**config.mk**
```make
export PLATFORM = sky130hd
export DESIGN_NAME = spi_register_graphics_command
export DESIGN_NICKNAME = d
export VERILOG_FILES = /design/src/rtl/spi_register_graphics_command_pkg.sv /design/src/rtl/spi_register_graphics_command_fifo.sv /design/src/rtl/spi_register_graphics_command.sv
export SDC_FILE = /design/constraint.sdc
export NUM_CORES = 1
export LEC_CHECK = 0
export CAP_MARGIN = 0
export CORE_MARGIN = 2
export CORE_UTILIZATION = 47
export DETAILED_ROUTE_END_ITERATION = 8
export GPL_ROUTABILITY_DRIVEN = 0
export HOLD_SLACK_MARGIN = 0.08
export PLACE_DENSITY = 0.75
export SLEW_MARGIN = 10
export SYNTH_ARGS = -nofsm -noshare
export SYNTH_HDL_FRONTEND = slang
export SYNTH_SLANG_ARGS = --single-unit
```
**constraint.sdc**
```tcl
create_clock -name clock -period 2.9 [get_ports clock]
set_input_delay 0.58 -clock clock [delete_from_list [all_inputs] [get_ports clock]]
set_output_delay 0.58 -clock clock [all_outputs]
set_load 0.05 [all_outputs]
```
**src/rtl/spi_register_graphics_command_pkg.sv**
```systemverilog
`default_nettype none
// ============================================================================
// Package     : graphics_command_pkg
// Description : Shared types for the SPI graphics command subperipheral:
//               opcode encoding, status-byte bit positions, the queued
//               command record and an argument-count helper.
// Revision    : 1.0 - initial release
// ============================================================================
package graphics_command_pkg;

  typedef enum logic [7:0] {
    OP_CLR_STATUS = 8'h01,
    OP_CLEAR      = 8'h10,
    OP_SET_COLOR  = 8'h11,
    OP_MOVE_TO    = 8'h12,
    OP_LINE_TO    = 8'h13,
    OP_SWAP       = 8'h14
  } opcode_e;

  // Bit positions of the sticky flags inside the status byte.
  localparam int STATUS_OVF    = 7;
  localparam int STATUS_BAD_OP = 6;
  localparam int STATUS_TRUNC  = 5;
  localparam int STATUS_RANGE  = 4;

  // One queued draw command (31 bits).
  typedef struct packed {
    logic [7:0] opcode;
    logic [9:0] x;
    logic [8:0] y;
    logic [3:0] color;
  } cmd_t;

  // Number of argument bytes following an opcode; 0 for zero-arg and
  // unknown opcodes.
  function automatic logic [2:0] arg_count(input logic [7:0] op);
    case (op)
      OP_SET_COLOR:         arg_count = 3'd1;
      OP_MOVE_TO, OP_LINE_TO: arg_count = 3'd4;
      default:              arg_count = 3'd0;
    endcase
  endfunction

endpackage
`default_nettype wire

```
**src/rtl/spi_register_graphics_command_fifo.sv**
```systemverilog
`default_nettype none
// ============================================================================
// Module      : graphics_command_fifo
// Description : Synchronous FIFO of cmd_t entries. Pointers carry one extra
//               bit so full and empty are distinguishable and the occupancy
//               count wraps correctly. Head data reads as zero when empty.
// Ports       : clock, reset       - clock, sync active-high reset
//               push, push_data    - write request and entry
//               full               - no free entry
//               pop                - remove head (ignored when empty)
//               pop_data, empty    - head entry, no entry present
//               count[3:0]         - current occupancy
// Revision    : 1.0 - initial release
// ============================================================================
module graphics_command_fifo
  import graphics_command_pkg::*;
#(
  parameter int DEPTH = 4
) (
  input  logic       clock,
  input  logic       reset,
  input  logic       push,
  input  cmd_t       push_data,
  output logic       full,
  input  logic       pop,
  output cmd_t       pop_data,
  output logic       empty,
  output logic [3:0] count
);

  localparam int AW = $clog2(DEPTH);

  cmd_t          mem [DEPTH];
  logic [AW:0]   wr_ptr;
  logic [AW:0]   rd_ptr;
  logic [AW:0]   ptr_diff;
  logic          do_push;
  logic          do_pop;

  assign empty    = (wr_ptr == rd_ptr);
  assign full     = (wr_ptr[AW] != rd_ptr[AW]) &&
                    (wr_ptr[AW-1:0] == rd_ptr[AW-1:0]);
  assign do_pop   = pop & ~empty;
  // A push into a full queue is still accepted when the head leaves the
  // same cycle: the freed slot is the one being written.
  assign do_push  = push & (~full | do_pop);
  assign ptr_diff = wr_ptr - rd_ptr;
  assign count    = 4'(ptr_diff);
  assign pop_data = empty ? '0 : mem[rd_ptr[AW-1:0]];

  always_ff @(posedge clock) begin
    if (reset) begin
      wr_ptr <= '0;
      rd_ptr <= '0;
    end else begin
      if (do_push) wr_ptr <= wr_ptr + 1'b1;
      if (do_pop)  rd_ptr <= rd_ptr + 1'b1;
    end
  end

  always_ff @(posedge clock) begin
    if (do_push) mem[wr_ptr[AW-1:0]] <= push_data;
  end

endmodule
`default_nettype wire

```
**src/rtl/spi_register_graphics_command.sv**
```systemverilog
`default_nettype none
// ============================================================================
// Module      : spi_register_graphics_command
// Description : SPI subperipheral decoding opcode/argument byte streams into
//               draw commands, queuing them for the draw engine and
//               reporting a status byte {ovf, bad_op, trunc, range_err,
//               count[3:0]} on the read path.
// Ports       : clock, reset               - clock, sync active-high reset
//               enable                     - SPI transaction open
//               data_in, data_in_valid     - incoming byte + strobe
//               data_out, data_out_valid   - registered status byte
//               cmd_valid, cmd_ready       - queue head handshake
//               cmd_opcode/x/y/color       - queue head fields
// Revision    : 1.0 - initial release
// ============================================================================
module spi_register_graphics_command
  import graphics_command_pkg::*;
#(
  parameter int FIFO_DEPTH     = 4,
  parameter int DISPLAY_WIDTH  = 640,
  parameter int DISPLAY_HEIGHT = 400
) (
  input  logic       clock,
  input  logic       reset,
  input  logic       enable,
  input  logic [7:0] data_in,
  input  logic       data_in_valid,
  output logic [7:0] data_out,
  output logic       data_out_valid,
  output logic       cmd_valid,
  input  logic       cmd_ready,
  output logic [7:0] cmd_opcode,
  output logic [9:0] cmd_x,
  output logic [8:0] cmd_y,
  output logic [3:0] cmd_color
);

  typedef enum logic [1:0] {
    ST_IDLE    = 2'd0,
    ST_OPCODE  = 2'd1,
    ST_ARGS    = 2'd2,
    ST_DISCARD = 2'd3
  } state_e;

  localparam logic [15:0] X_LIMIT = 16'(DISPLAY_WIDTH);
  localparam logic [15:0] Y_LIMIT = 16'(DISPLAY_HEIGHT);

  state_e      state, state_next;
  logic [2:0]  arg_cnt, arg_cnt_next;
  logic [23:0] arg_sr, arg_sr_next;     // previous three argument bytes
  logic [7:0]  op_reg, op_next;
  logic        push_pend, push_next;
  cmd_t        push_cmd, push_cmd_next;
  logic [3:0]  flags, flags_next;       // {ovf, bad_op, trunc, range_err}

  logic        strobe;
  logic        clr;
  logic        evt_bad, evt_trunc, evt_range, evt_ovf;
  logic [15:0] x16, y16;

  logic        fifo_full, fifo_empty, fifo_pop;
  logic [3:0]  fifo_count;
  cmd_t        head;

  assign strobe = enable & data_in_valid;
  // Coordinates as they stand when the final argument byte arrives.
  assign x16    = arg_sr[23:8];
  assign y16    = {arg_sr[7:0], data_in};

  always_comb begin
    state_next    = state;
    arg_cnt_next  = arg_cnt;
    arg_sr_next   = arg_sr;
    op_next       = op_reg;
    push_next     = 1'b0;
    push_cmd_next = push_cmd;
    clr           = 1'b0;
    evt_bad       = 1'b0;
    evt_trunc     = 1'b0;
    evt_range     = 1'b0;

    if (!enable) begin
      state_next = ST_IDLE;
      if (state == ST_ARGS) evt_trunc = 1'b1;
    end else begin
      case (state)
        ST_IDLE: state_next = ST_OPCODE;

        ST_OPCODE: begin
          if (strobe) begin
            op_next    = data_in;
            state_next = ST_DISCARD;
            if (data_in == OP_CLR_STATUS) begin
              clr = 1'b1;
            end else if (arg_count(data_in) != 3'd0) begin
              state_next   = ST_ARGS;
              arg_cnt_next = arg_count(data_in);
            end else if (data_in == OP_CLEAR || data_in == OP_SWAP) begin
              push_next            = 1'b1;
              push_cmd_next        = '0;
              push_cmd_next.opcode = data_in;
            end else begin
              evt_bad = 1'b1;
            end
          end
        end

        ST_ARGS: begin
          if (strobe) begin
            arg_sr_next  = {arg_sr[15:0], data_in};
            arg_cnt_next = arg_cnt - 3'd1;
            if (arg_cnt == 3'd1) begin
              state_next           = ST_DISCARD;
              push_cmd_next        = '0;
              push_cmd_next.opcode = op_reg;
              if (op_reg == OP_SET_COLOR) begin
                push_cmd_next.color = data_in[3:0];
                push_next           = 1'b1;
              end else if (x16 < X_LIMIT && y16 < Y_LIMIT) begin
                push_cmd_next.x = x16[9:0];
                push_cmd_next.y = y16[8:0];
                push_next       = 1'b1;
              end else begin
                evt_range = 1'b1;
              end
            end
          end
        end

        ST_DISCARD: ;

        default: state_next = ST_IDLE;
      endcase
    end
  end

  assign fifo_pop = ~fifo_empty & cmd_ready;
  assign evt_ovf  = push_pend & fifo_full & ~fifo_pop;
  // A new event in the same cycle as a clear keeps its flag set.
  assign flags_next = (flags & {4{~clr}}) | {evt_ovf, evt_bad, evt_trunc, evt_range};

  always_ff @(posedge clock) begin
    if (reset) begin
      state          <= ST_IDLE;
      arg_cnt        <= '0;
      arg_sr         <= '0;
      op_reg         <= '0;
      push_pend      <= 1'b0;
      push_cmd       <= '0;
      flags          <= '0;
      data_out       <= '0;
      data_out_valid <= 1'b0;
    end else begin
      state          <= state_next;
      arg_cnt        <= arg_cnt_next;
      arg_sr         <= arg_sr_next;
      op_reg         <= op_next;
      push_pend      <= push_next;
      push_cmd       <= push_cmd_next;
      flags          <= flags_next;
      data_out       <= {flags, fifo_count};
      data_out_valid <= enable;
    end
  end

  graphics_command_fifo #(
    .DEPTH (FIFO_DEPTH)
  ) u_fifo (
    .clock     (clock),
    .reset     (reset),
    .push      (push_pend),
    .push_data (push_cmd),
    .full      (fifo_full),
    .pop       (fifo_pop),
    .pop_data  (head),
    .empty     (fifo_empty),
    .count     (fifo_count)
  );

  assign cmd_valid  = ~fifo_empty;
  assign cmd_opcode = head.opcode;
  assign cmd_x      = head.x;
  assign cmd_y      = head.y;
  assign cmd_color  = head.color;

endmodule
`default_nettype wire
```
==> results of run 1 <==
[cell type report]
cell class / instances / share of cell area (%)
timing repair buffer: 75 / 6.73
inverter: 31 / 1.16
tap: 229 / 2.86
sequential: 213 / 55.0
multi-input combinational: 355 / 27.6
clock buffer: 29 / 5.70
clock inverter: 8 / 0.974
[stage by stage]
stage	cell area, µm²	util (%)	cells	power, W
floorplan	8550	-	643	0.00345
global placement	9340	52.2	903	0.00354
detailed placement	9340	52.2	903	0.00355
CTS	10000	55.9	940	0.00616
global route	10000	55.9	940	0.00630
finish	10000	55.9	940	0.00611
[per-layer routing]
layer | global-route usage (%) | wire length, µm | vias to the layer above | part of all wire [%]
met3 | 2.31 | 911 | 27 | 5.4
met4 | 4.36 | 270 | 0 | 1.6
met1 | 23.7 | 7350 | 2662 | 44
li1 | - | - | 2501 | -
met5 | 0 | 0 | - | 0
met2 | 29.1 | 8280 | 171 | 49
[worst max-delay path, stage by stage, from the launching register on]
cell	delay (ns)
dfxtp_1	0.39
inv_1	0.11
ha_1	0.29
nand2_1	0.17
nor2_2	0.06
buf_6	0.19
nor2b_1	0.23
buf_12	0.17
[cell families (layout without fill, tap and decap cells)]
group                      after synthesis  in the layout  synth area share (%)
AOI/OAI and AO/OA                      111            111                  8.50
xor gates and xnor gates                 7              7                 0.717
adders and majority gates               13             13                  1.99
buffers and inverters                   75            143                  3.51
DFF                                    213            213                  64.4
muxes                                   41             41                  9.34
other                                    1              1                0.0439
and+or+nand+nor                        182            182                  11.5
[path summary, 6_finish.rpt]
kind | cells after the start | endpoint | start | slack (ns)
max | 7 | cmd_color[2] | u_fifo.wr_ptr[0]$_SDFFE_PP0P_ | 0.22
min | 2 | arg_sr[20]$_SDFFE_PP0P_ | arg_sr[20]$_SDFFE_PP0P_ | 0.46
max reg2reg | 6 | u_fifo.mem[1][5]$_DFFE_PP_ | u_fifo.wr_ptr[0]$_SDFFE_PP0P_ | 0.75
min reg2reg | 2 | arg_sr[20]$_SDFFE_PP0P_ | arg_sr[20]$_SDFFE_PP0P_ | 0.46
[power breakdown]
group,total (W),switching (W),internal [W]
sequential,0.00321,0.0000201,0.00319
combinational,0.000281,0.000180,0.000101
clock,0.00262,0.00106,0.00156
total,0.00611,0.00126,0.00485
[Yosys cell counts (2+ instances only)]
master / n
nand3b_1: 2
nor4b_1: 4
nor3_1: 4
and2_1: 3
mux4_2: 31
o31ai_1: 2
buf_4: 3
buf_2: 6
xor2_1: 4
nor2_1: 19
nand4b_1: 19
o32ai_1: 19
nand4_1: 5
clkbuf_1: 32
o211ai_1: 2
buf_1: 3
a21boi_0: 2
nand2b_1: 3
o21ai_0: 10
and3_1: 3
nand2_1: 68
nor2b_1: 35
inv_1: 30
o311ai_0: 2
nor3b_1: 2
nor4_1: 4
edfxtp_1: 124
a21oi_1: 51
nand3_1: 6
ha_1: 12
o31a_1: 2
mux2i_1: 10
a311oi_1: 3
xnor2_1: 3
a211oi_1: 9
dfxtp_1: 89
==> qor.log, run 1 <==
qor: placed_design.buffer_ports.inserted 52
qor: synth.number_of_enable_type_register_cells_in_the_synthesized_netlist 124
qor: cts.ctsResizeCount 0
qor: timing.min_period_over_period 92.4%
qor: cts.cts_made_buffers 21
qor: timing.finalHoldViolations 0
qor: critical_path.critPathRequiredTime 2.32 ns
qor: cts.clock_tree.root_cell clkbuf_16
qor: critical_path.worstSetupPathType flip-flop to output pin
qor: drt.detail_route.drc_violations 0
qor: synth.synth.area.top_cells edfxtp_1 44%, dfxtp_1 21%, mux4_2 8.2%
qor: timing.clock_skew 0.00863 ns
qor: timing.timing.final.setup_violations 0
qor: drt.dr_total_vias 5361
qor: cts.cts_tree built
qor: drt.initialDrtViolationCount 469
qor: cells_and_area.multi_input_comb_area 2760 µm²
qor: drt.firstDrtPassIters 5
qor: cells_and_area.antenna_cells 0
qor: cts.worstSkewPairLatency 0.48 ns
qor: critical_path.cp_data_arrival_time 2.10 ns
qor: synth.synth_sequential_area_ratio 64.4%
qor: pwr.ir_worst_vdd 436 µV
qor: global_route.antenna_found_initial 0
qor: cts.ctsHoldBuffers 0
qor: timing.worstMarginPinSlew 0.645 ns
qor: drt.antenna_violating_nets_post_route 0
qor: floorplan.boundaryPins 54
qor: synth.synth_top_flop_cell edfxtp_1
qor: cells_and_area.sequential_cell_area 5510 µm²
qor: floorplan.design.die.area 19300 µm²
qor: synth.syn-mean-instance-area 13.3 µm²
qor: critical_path.timing.critical_path.fanout_max 32
qor: outcome.status finished, final reports clean
qor: cells_and_area.design.final.nets 723
qor: timing.relSlewSlack 56.4%
qor: critical_path.endpoint_kind output pin
qor: floorplan.core_area 17900 µm²
qor: global_route.wire_length_of_the_first_global_routing_pass 27200 µm
qor: global_route.grt_overflow_total 0
qor: cells_and_area.area_growth_syn_to_layout 17.1%
qor: cts.clock_sink_count 213
qor: floorplan.initial_utilization 47.8%
qor: cts.path_clk_slew 0.06 ns
qor: placed_design.place_ws 0.226 ns
qor: synth.synth_top_area_share 43.5%
qor: synth.postSynthCellCount 643
qor: pwr.powerDensity 610 nW/µm²
qor: synth.syn-num-nets 669
qor: synth.synth-seq-cells 213
qor: pwr.total_leakage_power 3.23 nW
qor: cts.clock_tree.htree_level_count 1
qor: cts.cts_setup_buffers 0
qor: synth.distinct_cells_synth 53
qor: timing.fin_ws 0.222 ns
qor: cells_and_area.post_route_cells_drive_above_1_share 17.4%
qor: cts.cts_buffer_depth 3
qor: timing.setup_repair_after_global_routing_missed_its_margin false
qor: timing.timing.fmax 0.373 GHz
qor: cells_and_area.most_common_library_cell_in_the_layout_ignoring_fill_and_taps edfxtp_1
qor: synth.number_of_warnings_reported_in_the_yosys_synthesis_log 0
qor: timing.final.min_clock_period 2.68 ns
qor: global_route.grt_pass1_vias 5329
qor: job.max_cap_viol_count 0
qor: timing.final_report_max_slew_violation_count 0
qor: global_route.grt_util_all_layers 17.2%
qor: synth.yosysTopAreaCell edfxtp_1
qor: drt.detail_route.vias_per_cell 5.70
qor: synth.cell_area_after_technology_mapping 8550 µm²
qor: cells_and_area.max_ffs_per_register 124
qor: floorplan.std_cell_rows 49
qor: floorplan.die_h 139 µm
qor: timing.fin_worst_hold_slack 0.459 ns
qor: critical_path.worst_setup_path_start_kind flip-flop
qor: synth.synth-async-reset-ratio 0%
qor: cells_and_area.commonest_cells_after_routing_fill_and_taps_aside 124 x edfxtp_1, 88 x dfxtp_1, 68 x nand2_1
qor: placed_design.detailed_place_hpwl 10700 µm
qor: cells_and_area.layout.filler_cells 1408
qor: worst_hold_path.worst_hold_check_path_type flip-flop to flip-flop
qor: global_route.grt_max_degree 78
qor: floorplan.die_x 139 µm
qor: drt.route.final.wire_length 16800 µm
qor: timing.fin_tns_setup 0 ns
qor: drt.route.detailed.wl_per_inst 17.9 µm
Power figures use the tool's default switching activity.
==> run 2: changes to the inputs <==
CTS_CLUSTER_SIZE = 14   (was unset)
TNS_END_PERCENT = 1   (was unset)
clock period = 3.2 ns   (was 2.9 ns; I/O delays follow)
==> run 2 against run 1 <==
Compared with the run above:
- global-route usage up 0.30 points
- total power fell by 11%
- critical path type unchanged
- combinational power shrank 10%
- final cell count decreased by 0.53%
- die area is the same
- register-to-register slack gained 0.11 ns
- sequential share of layout area rose by 0.37 points
- count of clock-buffer cells in the layout decreased by 3
- via count decreased by 0.54%
==> qor.log, run 2 (synthesis gave the netlist of run 1 again) <==
qor: outcome.status finished, final reports clean [unchanged]
qor: cells_and_area.cell_area_after_layout 9950 µm² [was 10000 µm²]
qor: cells_and_area.design.final.nets 718 [was 723]
qor: critical_path.critical_path.reg2reg.endpoint push_cmd[12]$_SDFFE_PP0P_ [was u_fifo.mem[1][5]$_DFFE_PP_]
qor: cells_and_area.antenna_cells 0 [unchanged]
qor: timing.relSlewSlack 55.3% [was 56.4%]
qor: critical_path.timing.critical_path.fanout_max 31 [was 32]
qor: placed_design.buffer_ports.inserted 52 [unchanged]
qor: cts.cts_tree built [unchanged]
qor: cts.worstSkewPairLatency 0.49 ns [was 0.48 ns]
qor: job.max_cap_viol_count 0 [unchanged]
qor: placed_design.place_ws 0.212 ns [was 0.226 ns]
qor: timing.final.min_clock_period 2.96 ns
qor: cts.cts_made_buffers 21 [unchanged]
qor: critical_path.timing.reg2reg.worst_path_depth 6 [unchanged]
qor: floorplan.die_h 139 µm [unchanged]
qor: cells_and_area.area_growth_syn_to_layout 16.3% [was 17.1%]
qor: drt.detail_route.drc_violations 0 [unchanged]
qor: global_route.grt_max_degree 75 [was 78]
qor: worst_hold_path.worst_hold_check_path_type flip-flop to flip-flop [unchanged]
qor: pwr.powerDensity 547 nW/µm² [was 610 nW/µm²]
qor: timing.fin_worst_hold_slack 0.460 ns [was 0.459 ns]
qor: pwr.total_leakage_power 3.21 nW [was 3.23 nW]
qor: timing.fin_ws 0.238 ns [was 0.222 ns]
qor: cts.clock_sink_count 213 [unchanged]
qor: critical_path.worst-r2r-setup-slack 0.86 ns [was 0.75 ns]
qor: cts.clock_tree.htree_level_count 1 [unchanged]
qor: critical_path.worstSetupEndpoint cmd_y[5] [was cmd_color[2]]
qor: floorplan.boundaryPins 54 [unchanged]
qor: cts.cts_setup_buffers 0 [unchanged]
qor: cts.path_clk_slew 0.06 ns [about the same]
qor: cells_and_area.commonest_cells_after_routing_fill_and_taps_aside 124 x edfxtp_1, 88 x dfxtp_1, 68 x nand2_1 [unchanged]
qor: floorplan.design.die.area 19300 µm² [unchanged]
qor: timing.worstMarginPinSlew 0.661 ns [was 0.645 ns]
qor: global_route.antenna_found_initial 0 [unchanged]
qor: cts.clock_tree.root_cell clkbuf_16 [unchanged]
qor: critical_path.timing.critical_path.from u_fifo.wr_ptr[0]$_SDFFE_PP0P_ [unchanged]
qor: timing.fin_tns_setup 0 ns [unchanged]
qor: cts.cts_buffer_depth 3 [unchanged]
qor: timing.final_report_max_slew_violation_count 0 [unchanged]
qor: placed_design.dpl_cell_area 9310 µm² [was 9340 µm²]
qor: placed_design.detailed_place_hpwl 10700 µm [about the same]
qor: timing.finalHoldViolations 0 [unchanged]
qor: worst_hold_path.worstHoldStart arg_sr[21]$_SDFFE_PP0P_ [was arg_sr[20]$_SDFFE_PP0P_]
qor: cells_and_area.max_ffs_per_register 124 [unchanged]
qor: critical_path.worst_setup_path_start_kind flip-flop [unchanged]
qor: worst_hold_path.min_path_cells 2 [unchanged]
qor: drt.antenna_violating_nets_post_route 0 [unchanged]
qor: global_route.grt_util_all_layers 17.5% [was 17.2%]
qor: timing.clock_skew 0.0190 ns [was 0.00863 ns]
qor: drt.dr_total_vias 5332 [was 5361]
qor: timing.timing.final.setup_violations 0 [unchanged]
qor: global_route.grt_overflow_total 0 [unchanged]
qor: timing.min_period_over_period 92.6%
qor: floorplan.std_cell_rows 49 [unchanged]
qor: pwr.ir_worst_vdd 369 µV [was 436 µV]
qor: cells_and_area.post_route_cells_drive_above_1_share 16.6% [was 17.4%]
qor: drt.route.final.wire_length 16900 µm [was 16800 µm]
qor: timing.timing.fmax 0.338 GHz
qor: drt.route.detailed.wl_per_inst 18.1 µm [was 17.9 µm]
qor: cells_and_area.most_common_library_cell_in_the_layout_ignoring_fill_and_taps edfxtp_1 [unchanged]
qor: drt.initialDrtViolationCount 487 [was 469]
qor: cells_and_area.layout.core_utilization 55.6% [was 55.9%]
qor: drt.firstDrtPassIters 5 [unchanged]
qor: global_route.wire_length_of_the_first_global_routing_pass 27600 µm [was 27200 µm]
qor: critical_path.endpoint_kind output pin [unchanged]
qor: critical_path.rr_startpoint state[1]$_SDFFE_PP0P_ [was u_fifo.wr_ptr[0]$_SDFFE_PP0P_]
qor: global_route.grt_pass1_vias 5433 [was 5329]
qor: critical_path.cp_data_arrival_time 2.32 ns [was 2.10 ns]
qor: floorplan.die_x 139 µm [unchanged]
qor: cells_and_area.layout.filler_cells 1432 [was 1408]
qor: critical_path.worstSetupPathType flip-flop to output pin [unchanged]
qor: floorplan.initial_utilization 47.8% [unchanged]
qor: timing.setup_repair_after_global_routing_missed_its_margin false [unchanged]
qor: drt.detail_route.vias_per_cell 5.70 [about the same]
qor: floorplan.core_area 17900 µm² [unchanged]
qor: critical_path.critPathRequiredTime 2.56 ns [was 2.32 ns]
run 2: changes by cell type in the layout (fill, tap and decap cells not counted):
cell            delta
buf_4              -6
clkinv_2           +4
clkinv_1           +2
clkinv_4           -2
bufinv_16          -1
clkbuf_1           -1
clkbuf_2           -1
clkbuf_4           -1
clkinvlp_4         -1
dlymetal6s2s_1     +1
inv_6              +1
run 2: how the worst min path moves through the flow:
stage / slack (ns) / endpoint
floorplan: 0.44 / arg_sr[21]$_SDFFE_PP0P_
global placement: 0.44 / arg_sr[21]$_SDFFE_PP0P_
detailed placement: 0.45 / arg_sr[21]$_SDFFE_PP0P_
CTS: 0.46 / arg_sr[21]$_SDFFE_PP0P_
global route: 0.48 / arg_sr[23]$_SDFFE_PP0P_
finish: 0.46 / arg_sr[21]$_SDFFE_PP0P_
run 2: layer usage:
layer	wire length, µm	up-vias	share of wire, %	GRT usage [%]
met4	357	0	2.1	5.00
li1	-	2490	-	-
met2	8120	172	48	29.0
met1	7270	2640	43	24.0
met3	1140	30	6.7	2.87
met5	0	-	0	0
run 2: cell type report:
cell class | count | area, µm² | share of cell area (%)
Clock buffer | 26 | 554 | 5.57
Tap cell | 229 | 287 | 2.88
Clock inverter | 11 | 78.8 | 0.792
Sequential cell | 213 | 5510 | 55.4
Multi-Input combinational cell | 355 | 2760 | 27.8
Timing Repair Buffer | 70 | 642 | 6.45
Inverter | 31 | 116 | 1.17
run 2: metrics by stage:
step / std cells / power, W
floorplan: 643 / 0.00313
global placement: 898 / 0.00320
finish: 935 / 0.00544
CTS: 935 / 0.00548
global route: 935 / 0.00562
detailed placement: 898 / 0.00322
run 2: report_power, final:
part	total, W	leakage [nW]	switching [W]	internal, W
Sequential	0.00291	1.84	0.0000176	0.00289
Combinational	0.000252	1.06	0.000164	0.0000879
Clock	0.00227	0.315	0.000965	0.00131
run 2: what timing repair did:
action / CTS / global route
resized for setup: 0 / 2
setup endpoints to repair: 0 / 5
hold buffers: 0 / 0
run 2: worst max-delay path, cell delays in order (launching register included):
cell,delay (ns)
dfxtp_1,0.40
inv_1,0.12
ha_1,0.31
nand2_1,0.13
nor2_2,0.27
buf_6,0.29
nor2b_1,0.08
buf_4,0.19
